**src/rtl/spi_dac_writer_if.sv**
```systemverilog
// Request/status and SPI pin bundle for spi_dac_writer.
// master: sweep controller side; slave: the DAC writer itself.
interface spi_dac_writer_if;
    logic       spi_start;
    logic [7:0] voltage;
    logic       spi_sclk;
    logic       spi_mosi;
    logic       spi_cs_n;
    logic       busy;
    logic       done;
    logic       overrun;

    modport master (
        output spi_start, voltage,
        input  spi_sclk, spi_mosi, spi_cs_n, busy, done, overrun
    );

    modport slave (
        input  spi_start, voltage,
        output spi_sclk, spi_mosi, spi_cs_n, busy, done, overrun
    );
endinterface

```
**src/rtl/spi_dac_writer.sv**
```systemverilog
// SPI mode-0 writer: frames {CMD_PREFIX, voltage} as 16 bits, MSB first, to the bias DAC.
// Define SPI_DAC_PENDING_EN to queue one request received while busy (latest wins).
module spi_dac_writer #(
    parameter int unsigned CLK_DIV    = 4,
    parameter logic [7:0]  CMD_PREFIX = 8'h30,
    parameter int unsigned CS_SETUP   = 2,
    parameter int unsigned CS_HOLD    = 2
) (
    input logic              clk,
    input logic              reset,
    spi_dac_writer_if.slave  bus
);

    localparam int unsigned DivW    = $clog2(CLK_DIV) + 1;
    localparam int unsigned WaitMax = (CS_SETUP > CS_HOLD) ? CS_SETUP : CS_HOLD;
    localparam int unsigned WaitW   = $clog2(WaitMax) + 1;

    localparam logic [DivW-1:0]  DivLast   = DivW'(CLK_DIV - 1);
    localparam logic [WaitW-1:0] SetupLast = WaitW'(CS_SETUP - 1);
    localparam logic [WaitW-1:0] HoldLast  = WaitW'(CS_HOLD - 1);

    localparam logic [1:0] IDLE  = 2'd0;
    localparam logic [1:0] SETUP = 2'd1;
    localparam logic [1:0] SHIFT = 2'd2;
    localparam logic [1:0] HOLD  = 2'd3;

    logic [1:0]       state_q, state_d;
    logic [DivW-1:0]  div_q, div_d;
    logic [3:0]       bit_q, bit_d;
    logic [WaitW-1:0] wait_q, wait_d;
    logic [15:0]      shift_q, shift_d;
    logic             sclk_q, sclk_d;
    logic             cs_n_q, cs_n_d;
    logic             busy_q, busy_d;
    logic             done_q, done_d;
    logic             overrun_q, overrun_d;

    logic             start_frame;
    logic [7:0]       frame_data;

`ifdef SPI_DAC_PENDING_EN
    logic             pend_valid_q, pend_valid_d;
    logic [7:0]       pend_q, pend_d;
`endif

    always_comb begin
        state_d   = state_q;
        div_d     = div_q;
        bit_d     = bit_q;
        wait_d    = wait_q;
        shift_d   = shift_q;
        sclk_d    = sclk_q;
        cs_n_d    = cs_n_q;
        busy_d    = busy_q;
        done_d    = 1'b0;
        overrun_d = 1'b0;

`ifdef SPI_DAC_PENDING_EN
        pend_valid_d = pend_valid_q;
        pend_d       = pend_q;
        // A queued request takes priority over a fresh one arriving in the same idle cycle.
        start_frame  = (state_q == IDLE) && (pend_valid_q || bus.spi_start);
        frame_data   = pend_valid_q ? pend_q : bus.voltage;
        if ((state_q == IDLE) && pend_valid_q) begin
            pend_valid_d = 1'b0;
        end
        if (bus.spi_start && ((state_q != IDLE) || pend_valid_q)) begin
            overrun_d    = (state_q != IDLE) && pend_valid_q;
            pend_d       = bus.voltage;
            pend_valid_d = 1'b1;
        end
`else
        start_frame = (state_q == IDLE) && bus.spi_start;
        frame_data  = bus.voltage;
        if ((state_q != IDLE) && bus.spi_start) begin
            overrun_d = 1'b1;
        end
`endif

        unique case (state_q)
            IDLE: begin
                if (start_frame) begin
                    shift_d = {CMD_PREFIX, frame_data};
                    cs_n_d  = 1'b0;
                    busy_d  = 1'b1;
                    wait_d  = '0;
                    state_d = SETUP;
                end
            end
            SETUP: begin
                if (wait_q == SetupLast) begin
                    wait_d  = '0;
                    div_d   = '0;
                    bit_d   = '0;
                    sclk_d  = 1'b0;
                    state_d = SHIFT;
                end else begin
                    wait_d = wait_q + 1'b1;
                end
            end
            SHIFT: begin
                if (div_q == DivLast) begin
                    div_d  = '0;
                    sclk_d = ~sclk_q;
                    // Falling edge: present the next bit, or finish after the 16th.
                    if (sclk_q) begin
                        shift_d = {shift_q[14:0], 1'b0};
                        if (bit_q == 4'd15) begin
                            wait_d  = '0;
                            state_d = HOLD;
                        end else begin
                            bit_d = bit_q + 1'b1;
                        end
                    end
                end else begin
                    div_d = div_q + 1'b1;
                end
            end
            HOLD: begin
                if (wait_q == HoldLast) begin
                    wait_d  = '0;
                    cs_n_d  = 1'b1;
                    busy_d  = 1'b0;
                    done_d  = 1'b1;
                    state_d = IDLE;
                end else begin
                    wait_d = wait_q + 1'b1;
                end
            end
            default: state_d = IDLE;
        endcase
    end

    always_ff @(posedge clk) begin
        if (reset) begin
            state_q   <= IDLE;
            div_q     <= '0;
            bit_q     <= '0;
            wait_q    <= '0;
            shift_q   <= '0;
            sclk_q    <= 1'b0;
            cs_n_q    <= 1'b1;
            busy_q    <= 1'b0;
            done_q    <= 1'b0;
            overrun_q <= 1'b0;
        end else begin
            state_q   <= state_d;
            div_q     <= div_d;
            bit_q     <= bit_d;
            wait_q    <= wait_d;
            shift_q   <= shift_d;
            sclk_q    <= sclk_d;
            cs_n_q    <= cs_n_d;
            busy_q    <= busy_d;
            done_q    <= done_d;
            overrun_q <= overrun_d;
        end
    end

`ifdef SPI_DAC_PENDING_EN
    always_ff @(posedge clk) begin
        if (reset) begin
            pend_valid_q <= 1'b0;
            pend_q       <= '0;
        end else begin
            pend_valid_q <= pend_valid_d;
            pend_q       <= pend_d;
        end
    end
`endif

    // MOSI is the shift register MSB, so it only moves when the register shifts on a fall.
    assign bus.spi_mosi = shift_q[15];
    assign bus.spi_sclk = sclk_q;
    assign bus.spi_cs_n = cs_n_q;
    assign bus.busy     = busy_q;
    assign bus.done     = done_q;
    assign bus.overrun  = overrun_q;

endmodule
```
**src/flat_wrapper.sv**
```systemverilog
// flat-port wrapper written by rule: the top's interface ports become plain ports
module spi_dac_writer_flat 
#(
    parameter int unsigned CLK_DIV    = 4,
    parameter logic [7:0]  CMD_PREFIX = 8'h30,
    parameter int unsigned CS_SETUP   = 2,
    parameter int unsigned CS_HOLD    = 2
)
  (clk, reset, bus_spi_start, bus_voltage, bus_spi_sclk, bus_spi_mosi, bus_spi_cs_n, bus_busy, bus_done, bus_overrun);
  spi_dac_writer_if bus_i ();
  input logic clk;
  input logic reset;
  input wire logic [$bits(bus_i.spi_start)-1:0] bus_spi_start;
  input wire logic [$bits(bus_i.voltage)-1:0] bus_voltage;
  output wire logic [$bits(bus_i.spi_sclk)-1:0] bus_spi_sclk;
  output wire logic [$bits(bus_i.spi_mosi)-1:0] bus_spi_mosi;
  output wire logic [$bits(bus_i.spi_cs_n)-1:0] bus_spi_cs_n;
  output wire logic [$bits(bus_i.busy)-1:0] bus_busy;
  output wire logic [$bits(bus_i.done)-1:0] bus_done;
  output wire logic [$bits(bus_i.overrun)-1:0] bus_overrun;
  assign bus_i.spi_start = bus_spi_start;
  assign bus_i.voltage = bus_voltage;
  assign bus_spi_sclk = bus_i.spi_sclk;
  assign bus_spi_mosi = bus_i.spi_mosi;
  assign bus_spi_cs_n = bus_i.spi_cs_n;
  assign bus_busy = bus_i.busy;
  assign bus_done = bus_i.done;
  assign bus_overrun = bus_i.overrun;
  spi_dac_writer #(.CLK_DIV(CLK_DIV), .CMD_PREFIX(CMD_PREFIX), .CS_SETUP(CS_SETUP), .CS_HOLD(CS_HOLD)) u_core (.clk(clk), .reset(reset), .bus(bus_i));
endmodule
```
**config.mk**
```make
export PLATFORM = sky130hd
export DESIGN_NAME = spi_dac_writer_flat
export DESIGN_NICKNAME = d
export VERILOG_FILES = /design/src/rtl/spi_dac_writer_if.sv /design/src/rtl/spi_dac_writer.sv /design/src/flat_wrapper.sv
export SDC_FILE = /design/constraint.sdc
export NUM_CORES = 1
export LEC_CHECK = 0
export ABC_AREA = 1
export BUFFER_PORTS_ARGS = -buffer_cell sky130_fd_sc_hd__buf_2
export CAP_MARGIN = 20
export CORE_ASPECT_RATIO = 2
export CORE_MARGIN = 2
export CORE_UTILIZATION = 30
export CTS_CLUSTER_DIAMETER = 40
export DETAILED_ROUTE_END_ITERATION = 10
export GPL_ROUTABILITY_DRIVEN = 0
export GPL_TIMING_DRIVEN = 0
export PLACE_DENSITY = 0.43
export SYNTH_ARGS = -nofsm -noshare
export SYNTH_HDL_FRONTEND = slang
export SYNTH_SLANG_ARGS = --single-unit
```
**constraint.sdc**
```tcl
create_clock -name clk -period 3.41 [get_ports clk]
set_clock_uncertainty 0.05 [all_clocks]
set_input_delay 0.1705 -clock clk [delete_from_list [all_inputs] [get_ports clk]]
set_output_delay 0.1705 -clock clk [all_outputs]
set_load 0.005 [all_outputs]
```
==> parameters.txt <==
Parameter                              Value

Logic synthesis
  Dominant synthesized flop cell ... sky130_fd_sc_hd__dfxtp_1
  Synth area leader ... sky130_fd_sc_hd__dfxtp_1
  Yosys Warn Count ... 0
  Ys async rst share ... 0
  Number of standard cells after synthesis ... 226
  Number of unique standard cell types used by synthesis ... 25
  Flip-flop and latch count after synthesis ... 32
  Sequential share of the synthesized area ... 0.400
  Commonest cells in the netlist ... sky130_fd_sc_hd__nand2_1 (55), sky130_fd_sc_hd__nor2_1 (46), sky130_fd_sc_hd__dfxtp_1 (32), sky130_fd_sc_hd__inv_1 (16), sky130_fd_sc_hd__a21oi_1 (14)
  Count of flip-flops with a built-in enable after synthesis ... 0
  Area of the mapped netlist ... about 0.0016 mm^2
  Synth area leaders ... sky130_fd_sc_hd__dfxtp_1 (40%), sky130_fd_sc_hd__nand2_1 (13%), sky130_fd_sc_hd__nor2_1 (11%)
  Cell with the most instances after synthesis ... sky130_fd_sc_hd__nand2_1
  Fraction of post-synthesis cell area in the top cell type by area ... 0.400
  Mean cell area of the mapped netlist ... between 7 and 8 um^2
  Net count of the mapped netlist ... roughly 240

STA
  Final Cycle Share ... 0.517
  Time the worst path needs with I/O delays and setup ... about 1.8 ns
  Actual transition at the worst max-transition pin ... between 0.4 and 0.5 ns
  RSZ-0062 raised after global routing ... no
  Number of setup violations in the final report ... 0
  Final count of hold timing violations ... 0
  Count of pins over their slew limit ... 0
  Setup_tns ... 0 ns
  Achievable clock frequency ... ~570 MHz
  Worst relative slew slack ... 0.681
  Smallest setup slack after layout ... 1.65 ns

Clock network
  CTS sink count ... 32
  Root cell of the clock tree ... sky130_fd_sc_hd__clkbuf_8
  Post-CTS Resized ... 0
  Clock buffers created by TritonCTS ... 5
  Number of hold buffers added after CTS ... 0
  Clk_lat worst skew ... about 0.28 ns
  Clock transition at path regs ... 0.07 ns
  Clock buffer depth ... 2
  CTS tree ... done
  Post-CTS Setup Repair Bufs ... 0
  CTS H-Tree Depth ... 2

Critical path
  Critical path class ... flip-flop to flip-flop
  Worst reg2reg path depth ... 10
  Launch point of the worst path ... u_core.state_q[0]
  Reg-to-reg setup timing slack ... 1.65 ns
  Slowest CP cell ... sky130_fd_sc_hd__dfxtp_1
  Slowest Stage Delay on Critical Path ... a little under 0.4 ns
  Worst Path Required ... around 3.5 ns
  Reg2reg start ... u_core.state_q[0]
  CP startpoint kind ... flip-flop
  Type of element capturing the critical path ... flip-flop
  Cells along the critical path ... inv_1 -> ha_1 -> inv_1 -> nor2_2 -> inv_2 -> nand2_1 -> nor2_1 -> nand3_1 -> nand2_1 -> nor2_1
  FF-to-FF End ... u_core.state_q[0]
  Data arrival time of the critical path ... 1.89 ns
  Maximum fanout count along the critical path ... 10

Layout
  Antenna diode instance count ... 0
  Design Area, Final ... 0.00185 mm^2
  Area used by sequential logic in the layout ... between 600 and 700 um^2
  Final design utilization ... 0.360
  Synth-to-Final Area Change ... 15.3%
  Area taken by multi-input logic gates ... about 800 um^2
  Layout cell share with drive strength beyond 1 ... 0.180
  FILL cells ... just under 600
  Nets ... 267

Floorplan
  Floorplan die area ... 0.00598 mm^2
  Horizontal die dimension ... ~56 um
  Vertical die dimension ... about 110 um
  IO Pins ... 17
  Area of the placeable core ... a little over 0.005 mm^2
  Number of standard-cell rows in the floorplan ... 37
  Initial Utilization ... 0.312

Worst hold path
  Hold Crit Depth ... 3
  Min-delay src ... bus_spi_start
  Path type of the worst min-delay path ... input pin to flip-flop
  Worst-case hold path end point ... u_core.bus.overrun

Global route
  Largest net degree at the start of global routing ... 11
  Antenna violations before repair ... 0
  Combined global-route utilization of all metal layers ... 0.148
  Global-route wire length before repair ... about 6.8 mm
  Overflow left after global routing ... 0
  Vias in the first global route ... 1469

Run
  # Max-Cap Violations ... 0

Detailed routing
  Routed via count ... 1438
  Total detailed-routing wirelength ... roughly 4 mm
  Number of antenna-violating nets in the routed design ... 0
  First-pass DRT Iterations ... 4
  Average wire per standard cell ... around 13 um
  DRC violations left ... 0
  Number of violations reported at the end of detailed-routing iteration 0 ... 27
  Detail-routed via count per cell ... roughly 4.7

Place
  Port bufs ... 16
  Post-DP Area ... about 0.0018 mm^2
  Post-placement setup slack ... around 1.6 ns
  DP HPWL ... ~3.0 mm

Power
  Worst vdd ir ... about 430 uV
  Pleak ... between 0.8 and 0.9 nW
  Power density relative to cell area ... between 1000 and 1500 mW/mm^2

Run status
  Status ... finished clean
-- placed cells by master, fill, tap and decap left out, types with 2 or more instances in the layout --
cell type | synthesis | routed
sky130_fd_sc_hd__a21oi_1 | 14 | 14
sky130_fd_sc_hd__buf_2 | 2 | 18
sky130_fd_sc_hd__buf_4 | 2 | 2
sky130_fd_sc_hd__buf_6 | 2 | 2
sky130_fd_sc_hd__clkbuf_8 | 0 | 6
sky130_fd_sc_hd__clkinv_2 | 0 | 2
sky130_fd_sc_hd__dfxtp_1 | 32 | 32
sky130_fd_sc_hd__ha_1 | 7 | 7
sky130_fd_sc_hd__inv_1 | 16 | 16
sky130_fd_sc_hd__inv_2 | 3 | 3
sky130_fd_sc_hd__nand2_1 | 55 | 55
sky130_fd_sc_hd__nand2_2 | 4 | 4
sky130_fd_sc_hd__nand3_1 | 9 | 9
sky130_fd_sc_hd__nand3_4 | 2 | 2
sky130_fd_sc_hd__nand4_1 | 8 | 8
sky130_fd_sc_hd__nor2_1 | 46 | 46
sky130_fd_sc_hd__o21ai_0 | 10 | 10
sky130_fd_sc_hd__o21ai_1 | 5 | 5
-- area by class of cell --
class / instances / area share
Clock inverter: 2 / 0.00542
Tap cell: 58 / 0.0393
Multi-Input combinational cell: 166 / 0.443
Clock buffer: 6 / 0.0447
Buffer: 8 / 0.0359
Timing Repair Buffer: 16 / 0.0433
Sequential cell: 32 / 0.347
Inverter: 20 / 0.0420
-- metal layers --
metal	track usage	routed length, um
met5	0	0
met4	0.0697	72
met1	0.138	1500
met2	0.300	2260
met3	0.0240	76
-- state kept, by name, indices dropped and copies added, names as in the netlist --
name and count:
u_core.wait_q 2, u_core.bus.overrun 1, u_core.bus.spi_sclk 1, u_core.bus.spi_cs_n 1, u_core.div_q 3, u_core.bit_q 4, u_core.bus.busy 1, u_core.bus.done 1
u_core.shift_q 16, u_core.state_q 2
-- worst max-delay path by stage --
stage	endpoint	slack (ns)
2_1_floorplan	u_core.state_q[0]	1.95
3_3_place_gp	u_core.state_q[0]	1.63
3_5_place_dp	u_core.state_q[0]	1.62
4_1_cts	u_core.state_q[0]	1.60
5_1_grt	u_core.state_q[0]	1.46
6_report	u_core.state_q[0]	1.65
-- power breakdown --
group / switching (mW) / internal, mW / leakage, nW
Combinational: 0.682 / 0.372 / 0.542
Sequential: 0.0711 / 0.494 / 0.263
Clock: 0.143 / 0.161 / 0.0510
-- kinds of logic (layout without fill, tap and decap cells) --
logic type,count (synthesis),count (layout),share of synthesized area
simple gates,127,127,0.351
fa+ha+maj,7,7,0.0546
flops,32,32,0.400
compound gates,32,32,0.105
buf+inv,28,52,0.0898
-- worst max-delay path: cells and delay by family (launching register included) --
family	cells	cell delay [ns]
AND/OR/NAND/NOR	6	0.59
flip-flops	1	0.39
buffers and inverters	3	0.44
adder cells (fa/ha/maj)	1	0.20
-- per-stage QoR --
stage                     hold WS [ns]  total power [mW]  std cells
after floorplan                  0.221              1.39        226
after global placement           0.377              1.65        300
after detailed placement         0.374              1.65        300
after CTS                       0.0692              1.96        308
after global routing            0.0825              2.14        308
final                           0.0766              1.92        308
Power figures use the tool's default switching activity.
